$ cat src/rtl/heat_grid_scanner.sv
// heat_grid_scanner
// Snapshot stage for the 4x4 heat-stencil solver. It lets the solver run for
// RUN_CYCLES clocks, then freezes it, reads all 16 cells through the solver
// read port and streams them out as bytes with valid/ready handshaking. Each
// frame ends with a checksum byte, and completing a frame updates the
// hottest-cell statistics.
//
// Ports
//   clk, rst         clock (rising edge), asynchronous active-high reset
//   i_enable         keep cycling run/snapshot; low stops at the next frame end
//   o_solver_mode    2'b00 run, 2'b10 frozen read-back (nothing else is driven)
//   o_solver_addr    cell index {y[1:0],x[1:0]} presented to the solver
//   i_solver_data    temperature of o_solver_addr, READ_LAT clocks after change
//   o_out_valid/i_out_ready/o_out_data/o_out_last   byte stream to the sink
//   o_frame_count    completed frames, wraps 255->0
//   o_max_temp/o_max_addr  hottest cell of the last completed frame
//   o_busy           high whenever the FSM is not IDLE
//
// state | meaning
// IDLE  | solver frozen, waiting for i_enable
// RUN   | solver running for RUN_CYCLES clocks
// WAIT  | address held while the solver read port settles
// CAPT  | cell byte captured, sum and running max updated
// EMIT  | cell byte offered until accepted
// SUM   | checksum byte offered until accepted, frame ends

module heat_grid_scanner #(
    parameter int RUN_CYCLES = 64,
    parameter int READ_LAT   = 1
) (
    input  logic       clk,
    input  logic       rst,
    input  logic       i_enable,
    output logic [1:0] o_solver_mode,
    output logic [3:0] o_solver_addr,
    input  logic [2:0] i_solver_data,
    output logic       o_out_valid,
    input  logic       i_out_ready,
    output logic [7:0] o_out_data,
    output logic       o_out_last,
    output logic [7:0] o_frame_count,
    output logic [2:0] o_max_temp,
    output logic [3:0] o_max_addr,
    output logic       o_busy
);

    typedef enum logic [2:0] {S_IDLE, S_RUN, S_WAIT, S_CAPT, S_EMIT, S_SUM} state_t;

    localparam int            RW       = (RUN_CYCLES > 1) ? $clog2(RUN_CYCLES) : 1;
    localparam logic [RW-1:0] RUN_LOAD = RW'((RUN_CYCLES > 0) ? RUN_CYCLES - 1 : 0);
    localparam logic [1:0]    LAT_LOAD = 2'(READ_LAT - 1);
    localparam state_t        FRAME_START = (RUN_CYCLES > 0) ? S_RUN : S_WAIT;

    state_t          r_state;
    state_t          w_state_next;
    logic [RW-1:0]   r_run_cnt;
    logic [1:0]      r_lat_cnt;
    logic [3:0]      r_addr;
    logic [6:0]      r_sum;
    logic [2:0]      r_run_max;
    logic [3:0]      r_run_addr;
    logic            r_out_valid;
    logic [7:0]      r_out_data;
    logic            r_out_last;
    logic [7:0]      r_frame_count;
    logic [2:0]      r_max_temp;
    logic [3:0]      r_max_addr;
    logic            w_accept;
    logic            w_frame_start;

    assign w_accept = r_out_valid & i_out_ready;

    // A new frame begins either from IDLE or straight out of an accepted
    // checksum byte while enable is still high.
    assign w_frame_start = ((r_state == S_IDLE) & i_enable) |
                           ((r_state == S_SUM) & w_accept & i_enable);

    always_ff @(posedge clk or posedge rst) begin
        if (rst) begin
            r_state <= S_IDLE;
        end else begin
            r_state <= w_state_next;
        end
    end

    always_comb begin
        w_state_next = r_state;
        case (r_state)
            S_IDLE: if (i_enable) w_state_next = FRAME_START;
            S_RUN:  if (r_run_cnt == '0) w_state_next = S_WAIT;
            S_WAIT: if (r_lat_cnt == '0) w_state_next = S_CAPT;
            S_CAPT: w_state_next = S_EMIT;
            S_EMIT: if (w_accept) w_state_next = (r_addr == 4'd15) ? S_SUM : S_WAIT;
            S_SUM:  if (w_accept) w_state_next = i_enable ? FRAME_START : S_IDLE;
            default: w_state_next = S_IDLE;
        endcase
    end

    always_ff @(posedge clk or posedge rst) begin
        if (rst) begin
            r_run_cnt     <= RUN_LOAD;
            r_lat_cnt     <= LAT_LOAD;
            r_addr        <= 4'd0;
            r_sum         <= 7'd0;
            r_run_max     <= 3'd0;
            r_run_addr    <= 4'd0;
            r_out_valid   <= 1'b0;
            r_out_data    <= 8'd0;
            r_out_last    <= 1'b0;
            r_frame_count <= 8'd0;
            r_max_temp    <= 3'd0;
            r_max_addr    <= 4'd0;
        end else begin
            // Down-counters reload whenever their state is not active, so each
            // entry into RUN/WAIT starts from a full count.
            r_run_cnt <= (r_state == S_RUN)  ? r_run_cnt - 1'b1 : RUN_LOAD;
            r_lat_cnt <= (r_state == S_WAIT) ? r_lat_cnt - 1'b1 : LAT_LOAD;

            if (w_frame_start) begin
                r_sum      <= 7'd0;
                r_run_max  <= 3'd0;
                r_run_addr <= 4'd0;
                r_addr     <= 4'd0;
            end

            case (r_state)
                S_CAPT: begin
                    r_out_data  <= {1'b0, r_addr, i_solver_data};
                    r_out_valid <= 1'b1;
                    r_sum       <= r_sum + {4'b0000, i_solver_data};
                    // Strict compare keeps the lowest address on ties.
                    if (i_solver_data > r_run_max) begin
                        r_run_max  <= i_solver_data;
                        r_run_addr <= r_addr;
                    end
                end
                S_EMIT: begin
                    if (w_accept) begin
                        if (r_addr == 4'd15) begin
                            // valid stays high: the checksum follows directly.
                            r_out_data <= {1'b1, r_sum};
                            r_out_last <= 1'b1;
                        end else begin
                            r_addr      <= r_addr + 4'd1;
                            r_out_valid <= 1'b0;
                        end
                    end
                end
                S_SUM: begin
                    if (w_accept) begin
                        r_frame_count <= r_frame_count + 8'd1;
                        r_max_temp    <= r_run_max;
                        r_max_addr    <= r_run_addr;
                        r_out_valid   <= 1'b0;
                        r_out_last    <= 1'b0;
                    end
                end
                default: ;
            endcase
        end
    end

    assign o_solver_mode = (r_state == S_RUN) ? 2'b00 : 2'b10;
    assign o_solver_addr = r_addr;
    assign o_out_valid   = r_out_valid;
    assign o_out_data    = r_out_data;
    assign o_out_last    = r_out_last;
    assign o_frame_count = r_frame_count;
    assign o_max_temp    = r_max_temp;
    assign o_max_addr    = r_max_addr;
    assign o_busy        = (r_state != S_IDLE);

endmodule

$ cat config.mk
export PLATFORM = sky130hd
export DESIGN_NAME = heat_grid_scanner
export DESIGN_NICKNAME = d
export VERILOG_FILES = /design/src/rtl/heat_grid_scanner.sv
export SDC_FILE = /design/constraint.sdc
export NUM_CORES = 1
export LEC_CHECK = 0
export ABC_AREA = 1
export BUFFER_PORTS_ARGS = -buffer_cell sky130_fd_sc_hd__buf_2
export CORE_ASPECT_RATIO = 1.2
export CORE_MARGIN = 2
export CORE_UTILIZATION = 30
export CTS_CLUSTER_DIAMETER = 60
export CTS_CLUSTER_SIZE = 28
export DETAILED_ROUTE_END_ITERATION = 10
export PLACE_DENSITY = 0.51
export SLEW_MARGIN = 30
export SYNTH_ARGS = -nofsm -noshare
export SYNTH_HDL_FRONTEND = slang
export SYNTH_SLANG_ARGS = --single-unit
$ cat constraint.sdc
create_clock -name clk -period 2.3 [get_ports clk]
set_input_delay 0.46 -clock clk [delete_from_list [all_inputs] [get_ports clk]]
set_output_delay 0.46 -clock clk [all_outputs]
set_load 0.01 [all_outputs]
==> metrics.txt, run 1 <==
die area=10300 um^2; Slew Viols, Final=0; critical path's top delay family=flip-flops; Max stage delay on crit path=0.59 ns; total core area=9130 um^2; peak supply drop=0.000325 V; nets@finish=397; ratio of cells with drive above 1 in the final layout=22.4%; Max Cap Viol=0; xor/xnor share of the synthesized area=1.84%; Final Cycle Share=80.0%; die height=111 um; setup violators final=0; main combinational cell family by area after synthesis=simple AND/OR/NAND/NOR gates; Antenna Nets Post-Route=0; worst flop-to-flop path startpoint=r_run_max[2]$_DFF_PP0_; vias in the first global route=2199; drt drc=0; Clock transition at path regs=0.10 ns; fraction of synthesized area in multiplexers=0%; row count=38; Antenna diodes=0; Worst Max-Slew Pin Slew=0.517 ns; Cell Pwr Density=953 nW/um^2; met3 usage=2.52%; CTS hold repair buffers=0; total CTS buffers=5; Ys Warns=0; adder-cell area share of the yosys netlist=5.53%; clock net sink count=54; initial antenna violation count=0; HP Class=input pin to async pin; # Post-CTS Setup Buffers=0; largest net degree at the start of global routing=45; Post-Route WL=6130 um; root buffer cell=clkbuf_8; skew final=0.00860 ns; CTS Buffer Depth=2; dpl cells=491; most used cell, CP=inv_1; simple-gate portion of the synthesized area=30.2%; slew margin rel.=65.3%; Die Wd=93.0 um; first-pass GRT wire length=10600 um; DPL Wire Length=4580 um; drt pass-1 iters=4; CTS H-tree lvls=2; Compound-Gate Fraction of Synth Area=7.38%; Mean Syn Cell Area=8.43 um^2; worst skew pair latency=0.30 ns; Fmax=544 MHz; Area Growth Syn to Fin=14.7%; Final Non-Filler Cells=499; starting density of the core=31.2%; Crit path required time=1.84 ns; count of cell types in the netlist=35; Cell Chain, Critical Path=inv_1, nor3_2, inv_1, buf_2; Hold Fails Final Rpt=0; total grt overflow=0; Seq/Total Area, Yosys=47.7%; Setup crit end kind=output port; most frequent cells in the layout=nand2_1 (104), dfrtp_1 (48), nand3_1 (41); commonest non-fill, non-tap cell in the layout=nand2_1; Setup TNS=0 ns; Vias=2280; synthesized instance count=338; WP buf/inv=3; status=completed; CP Launch Type=flip-flop; Slowest cell on crit path=dfrtp_1; Via density=4.57; global-route usage over all layers=12.6%; Ports=39; post-cts resize count=0; crit path max fanout=8; busiest grt layer=met2; Setup Crit Path Kind=flip-flop to output port; Routability Congestion=0.769; utilization after layout=35.8%; M2 GR Usage=21.2%; CTS tree=built; DR iter-0 viols=78; Fillers=1001; Avg WL per Cell=12.3 um; synthesized area=2850 um^2; Buffers on Ports=37; clock period minus worst slack=1.84 ns; met1 GRT Util=16.5%; CP Launch Point=r_state[0]$_DFFE_PP0P_; post-synth net total=357; Synth Register Bits=54; Leak Pwr=0.00177 uW; RSZ-0062 raised after global routing=false; WP data arrival=1.38 ns
-- path summary, 6_finish.rpt --
| check | endpoint | slack [ns] | cells past startpoint |
|---|---|---|---|
| worst max-delay path | o_solver_mode[1] | 0.46 | 4 |
| worst min-delay path | o_frame_count[0]$_DFFE_PP0N_ | 0.07 | 2 |
| worst max register to register | r_run_addr[1]$_DFF_PP0_ | 0.59 | 7 |
| worst min register to register | r_lat_cnt[0]$_DFF_PP0_ | 0.43 | 1 |
| max in group asynchronous | r_run_cnt[1]$_DFF_PP1_ | 1.65 | 3 |
| min in group clk | r_lat_cnt[0]$_DFF_PP0_ | 0.43 | 1 |
-- worst reg2reg max path: cells and delay by family (launching register included) --
kind                       cells  cell delay, ns
adders and majority gates      1            0.33
buffers and inverters          1            0.06
and+or+nand+nor                4            0.44
DFF                            1            0.36
AOI/OAI and AO/OA              1            0.42
-- sequential cells by signal, indices dropped and copies added, names as in the netlist, 3 cells and up --
signal / count
o_frame_count: 8
o_out_data: 8
r_sum: 7
r_run_cnt: 6
o_max_addr: 4
o_solver_addr: 4
r_run_addr: 4
o_max_temp: 3
r_run_max: 3
r_state: 3
-- cell type report --
| class | count | area, um^2 | area share [%] |
|---|---|---|---|
| Clock buffer | 7 | 96.3 | 2.95 |
| Clock inverter | 1 | 8.76 | 0.268 |
| Inverter | 38 | 143 | 4.36 |
| Multi-Input combinational cell | 238 | 1280 | 39.3 |
| Sequential cell | 54 | 1360 | 41.6 |
| Tap cell | 120 | 150 | 4.59 |
| Timing Repair Buffer | 41 | 228 | 6.97 |
-- cell families (layout without fill, tap and decap cells) --
kind of cell / after synthesis / after routing
AOI/OAI and AO/OA: 33 / 33
and+or+nand+nor: 186 / 186
xor gates and xnor gates: 6 / 6
buffers and inverters: 46 / 87
DFF: 54 / 54
adders and majority gates: 12 / 12
other: 1 / 1
-- metal layers --
layer / up-vias / share of wire [%]
li1: 1158 / -
met2: 37 / 50
met4: 0 / 1.5
met1: 1079 / 44
met3: 6 / 3.6
met5: - / 0
-- cells in the mapped netlist --
| library cell | count | share of area, % |
|---|---|---|
| buf_6 | 3 | 1.2 |
| o21ai_0 | 16 | 2.8 |
| nand2_1 | 104 | 14 |
| o21ai_2 | 6 | 1.8 |
| fa_1 | 1 | 0.70 |
| buf_4 | 2 | 0.53 |
| inv_1 | 35 | 4.6 |
| a31oi_2 | 1 | 0.44 |
| o21a_1 | 1 | 0.26 |
| nand3_2 | 2 | 0.70 |
| nand3b_1 | 2 | 0.53 |
| nor2_1 | 13 | 1.7 |
| a31oi_1 | 1 | 0.22 |
| nor3_2 | 1 | 0.35 |
| xnor2_1 | 4 | 1.2 |
| nand3_1 | 41 | 7.2 |
| a21oi_1 | 6 | 1.1 |
| or2_1 | 1 | 0.22 |
| nand2_2 | 5 | 1.1 |
| inv_2 | 3 | 0.40 |
| nor2_8 | 1 | 0.70 |
| o21ai_4 | 1 | 0.57 |
| or2_2 | 4 | 0.88 |
| buf_2 | 3 | 0.53 |
| nor2_2 | 2 | 0.44 |
| xor2_1 | 2 | 0.61 |
| o21ai_1 | 1 | 0.18 |
| nand4_1 | 5 | 1.1 |
| nor3_1 | 2 | 0.35 |
| conb_1 | 1 | 0.13 |
| dfrtp_1 | 48 | 42 |
| nand2_4 | 2 | 0.79 |
| nor2_4 | 1 | 0.40 |
| ha_1 | 11 | 4.8 |
| dfstp_2 | 6 | 5.5 |
-- through the flow --
stage	total power [uW]	setup slack (ns)	hold slack [ns]	cell area, um^2
after floorplan	2200	0.535	0.403	2850
after global placement	2550	0.489	0.412	3160
after detailed placement	2570	0.417	0.409	3160
after CTS	3180	0.426	0.0678	3270
after global routing	3400	0.336	0.0713	3270
final	3110	0.461	0.0721	3270
-- where the power goes --
group | internal, uW | switching (uW)
Clock | 277 | 311
Combinational | 418 | 706
Sequential | 1190 | 215
Total | 1880 | 1230
Note: power is estimated with default switching activity, not from simulation.
==> run 2, diff against run 1 <==
==> constraint.sdc (replaced) <==
create_clock -name clk -period 1.75 [get_ports clk]
set_input_delay 0.35 -clock clk [delete_from_list [all_inputs] [get_ports clk]]
set_output_delay 0.35 -clock clk [all_outputs]
set_load 0.01 [all_outputs]
==> run 2 against run 1 <==
Compared with the run above:
- register-to-register slack got worse by 0.41 ns
- global-route usage rose by 0.42 points
- count of clock-buffer cells in the layout did not move
- final area rose by 2.6%
- highest routed layer unchanged
- via count rose by 1.1%
- setup slack got worse by 0.33 ns
- clock skew fell by 0.00054 ns
- sequential power rose by 29%
- combinational power rose by 43%
==> metrics.txt, run 2 (synthesis gave the netlist of run 1 again) <==
clock net sink count=54 (unchanged); critical path's top delay family=flip-flops (unchanged); commonest non-fill, non-tap cell in the layout=nand2_1 (unchanged); starting density of the core=31.2% (unchanged); Routability Congestion=0.803 (was 0.769); reg2reg end=r_sum[4]$_DFFE_PP0P_ (was r_run_addr[1]$_DFF_PP0_); die height=111 um (unchanged); crit path max fanout=8 (unchanged); Crit path required time=1.40 ns (was 1.84 ns); CP Launch Type=flip-flop (unchanged); Via density=4.55 (was 4.57); global-route usage over all layers=13.0% (was 12.6%); total core area=9130 um^2 (unchanged); Antenna Nets Post-Route=0 (unchanged); Max stage delay on crit path=0.51 ns (was 0.59 ns); critical path depth=4 (unchanged); M2 GR Usage=21.4% (was 21.2%); WP buf/inv=3 (unchanged); ratio of cells with drive above 1 in the final layout=24.0% (was 22.4%); Setup TNS=0 ns (unchanged); Final Cycle Share=92.7%; skew final=0.00806 ns (was 0.00860 ns); met1 GRT Util=17.2% (was 16.5%); peak supply drop=0.000445 V (was 0.000325 V); initial antenna violation count=0 (unchanged); Avg WL per Cell=12.1 um (was 12.3 um); CP Launch Point=r_state[0]$_DFFE_PP0P_ (unchanged); Slowest cell on crit path=dfrtp_2 (was dfrtp_1); Setup crit end kind=output port (unchanged); HP Class=input pin to async pin (unchanged); R2R depth=9 (was 7); met3 usage=2.38% (was 2.52%); most frequent cells in the layout=nand2_1 (104), dfrtp_1 (47), nand3_1 (41) (was nand2_1 (104), dfrtp_1 (48), nand3_1 (41)); Leak Pwr=0.00181 uW (was 0.00177 uW); Antenna diodes=0 (unchanged); root buffer cell=clkbuf_8 (unchanged); Cell Chain, Critical Path=inv_1, nor3_2, inv_1, buf_2 (unchanged); vias in the first global route=2290 (was 2199); largest net degree at the start of global routing=55 (was 45); design area=3350 um^2 (was 3270 um^2); nets@finish=405 (was 397); DR iter-0 viols=75 (was 78); Hold Fails Final Rpt=0 (unchanged); Buffers on Ports=37 (unchanged); Slew Viols, Final=0 (unchanged); CTS Buffer Depth=2 (unchanged); CP endpoint=o_solver_mode[1] (unchanged); most used cell, CP=inv_1 (unchanged); Max Cap Viol=0 (unchanged); setup violators final=0 (unchanged); Cell Pwr Density=1270 nW/um^2 (was 953 nW/um^2); worst flop-to-flop path startpoint=r_sum[0]$_DFFE_PP0P_ (was r_run_max[2]$_DFF_PP0_); die area=10300 um^2 (unchanged); DP Area=3240 um^2 (was 3160 um^2); worst skew pair latency=0.31 ns (was 0.30 ns); Ports=39 (unchanged); first-pass GRT wire length=10900 um (was 10600 um); clock period minus worst slack=1.62 ns; Vias=2306 (was 2280); drt drc=0 (unchanged); WP data arrival=1.27 ns (was 1.38 ns); R2R setup slack=0.18 ns (was 0.59 ns); DPL Wire Length=4530 um (was 4580 um); Post-Route WL=6160 um (was 6130 um); status=completed (unchanged); Die Wd=93.0 um (unchanged); CTS H-tree lvls=2 (unchanged); Clock transition at path regs=0.10 ns (about the same); total CTS buffers=5 (unchanged); busiest grt layer=met2 (unchanged); Setup Crit Path Kind=flip-flop to output port (unchanged); Fmax=616 MHz; RSZ-0062 raised after global routing=false (unchanged); CTS tree=built (unchanged); Area Growth Syn to Fin=17.7% (was 14.7%); total grt overflow=0 (unchanged); drt pass-1 iters=4 (unchanged); row count=38 (unchanged)
run 2: metal layers:
metal / wire, um / part of all wire (%)
met5: 0 / 0
met4: 126 / 2.0
met3: 241 / 3.9
met2: 2970 / 48
met1: 2820 / 46
run 2: stage by stage:
stage | utilization (%) | power [uW] | hold WS [ns] | instances | setup WS [ns]
6_report | 36.7 | 4260 | 0.0866 | 507 | 0.128
5_1_grt | 36.7 | 4630 | 0.103 | 507 | 0.0151
4_1_cts | 36.6 | 4320 | 0.0926 | 507 | 0.109
3_5_place_dp | 35.4 | 3460 | 0.422 | 499 | 0.0591
3_3_place_gp | 35.4 | 3430 | 0.418 | 499 | 0.0724
2_1_floorplan | - | 2890 | 0.403 | 338 | 0.0953
run 2: layout make-up:
class	count	area, um^2
Timing Repair Buffer	49	300
Fill cell	995	5780
Clock buffer	7	76.3
Clock inverter	1	30.0
Inverter	38	143
Sequential cell	54	1360
Multi-Input combinational cell	238	1290
Tap cell	120	150
run 2: worst reg2reg max path, delay by kind of cell (launching register included):
kind,cells,cell delay (ns)
adder cells (fa/ha/maj),2,0.53
AO/OA/AOI/OAI,3,0.29
buffers and inverters,2,0.15
AND/OR/NAND/NOR,2,0.14
flip-flops,1,0.38
run 2: worst min-delay path by stage:
stage          slack (ns)  cells after the start              startpoint                         to
3_3_place_gp         0.42                      1  r_lat_cnt[0]$_DFF_PP0_     r_lat_cnt[0]$_DFF_PP0_
3_5_place_dp         0.42                      1  r_lat_cnt[0]$_DFF_PP0_     r_lat_cnt[0]$_DFF_PP0_
2_1_floorplan        0.40                      1  r_lat_cnt[0]$_DFF_PP0_     r_lat_cnt[0]$_DFF_PP0_
5_1_grt              0.10                      3                     rst  o_out_data[5]$_DFFE_PP0P_
4_1_cts              0.09                      3                     rst  o_out_data[7]$_DFFE_PP0P_
6_report             0.09                      3                     rst  o_out_data[2]$_DFFE_PP0P_
run 2: power breakdown:
part / switching (uW) / leakage (uW) / total, uW / internal, uW
registers: 248 / 0.000701 / 1810 / 1560
clock network: 419 / 0.0000524 / 848 / 429
logic: 976 / 0.00106 / 1600 / 621
run 2: repair_timing:
| item | CTS | global route |
|---|---|---|
| endpoints found under the setup margin | 1 | 2 |
| buffers inserted | 0 | 0 |
| hold buffers | 0 | 0 |
| endpoints found under the hold margin | 0 | 0 |
| gates resized for setup | 1 | 2 |
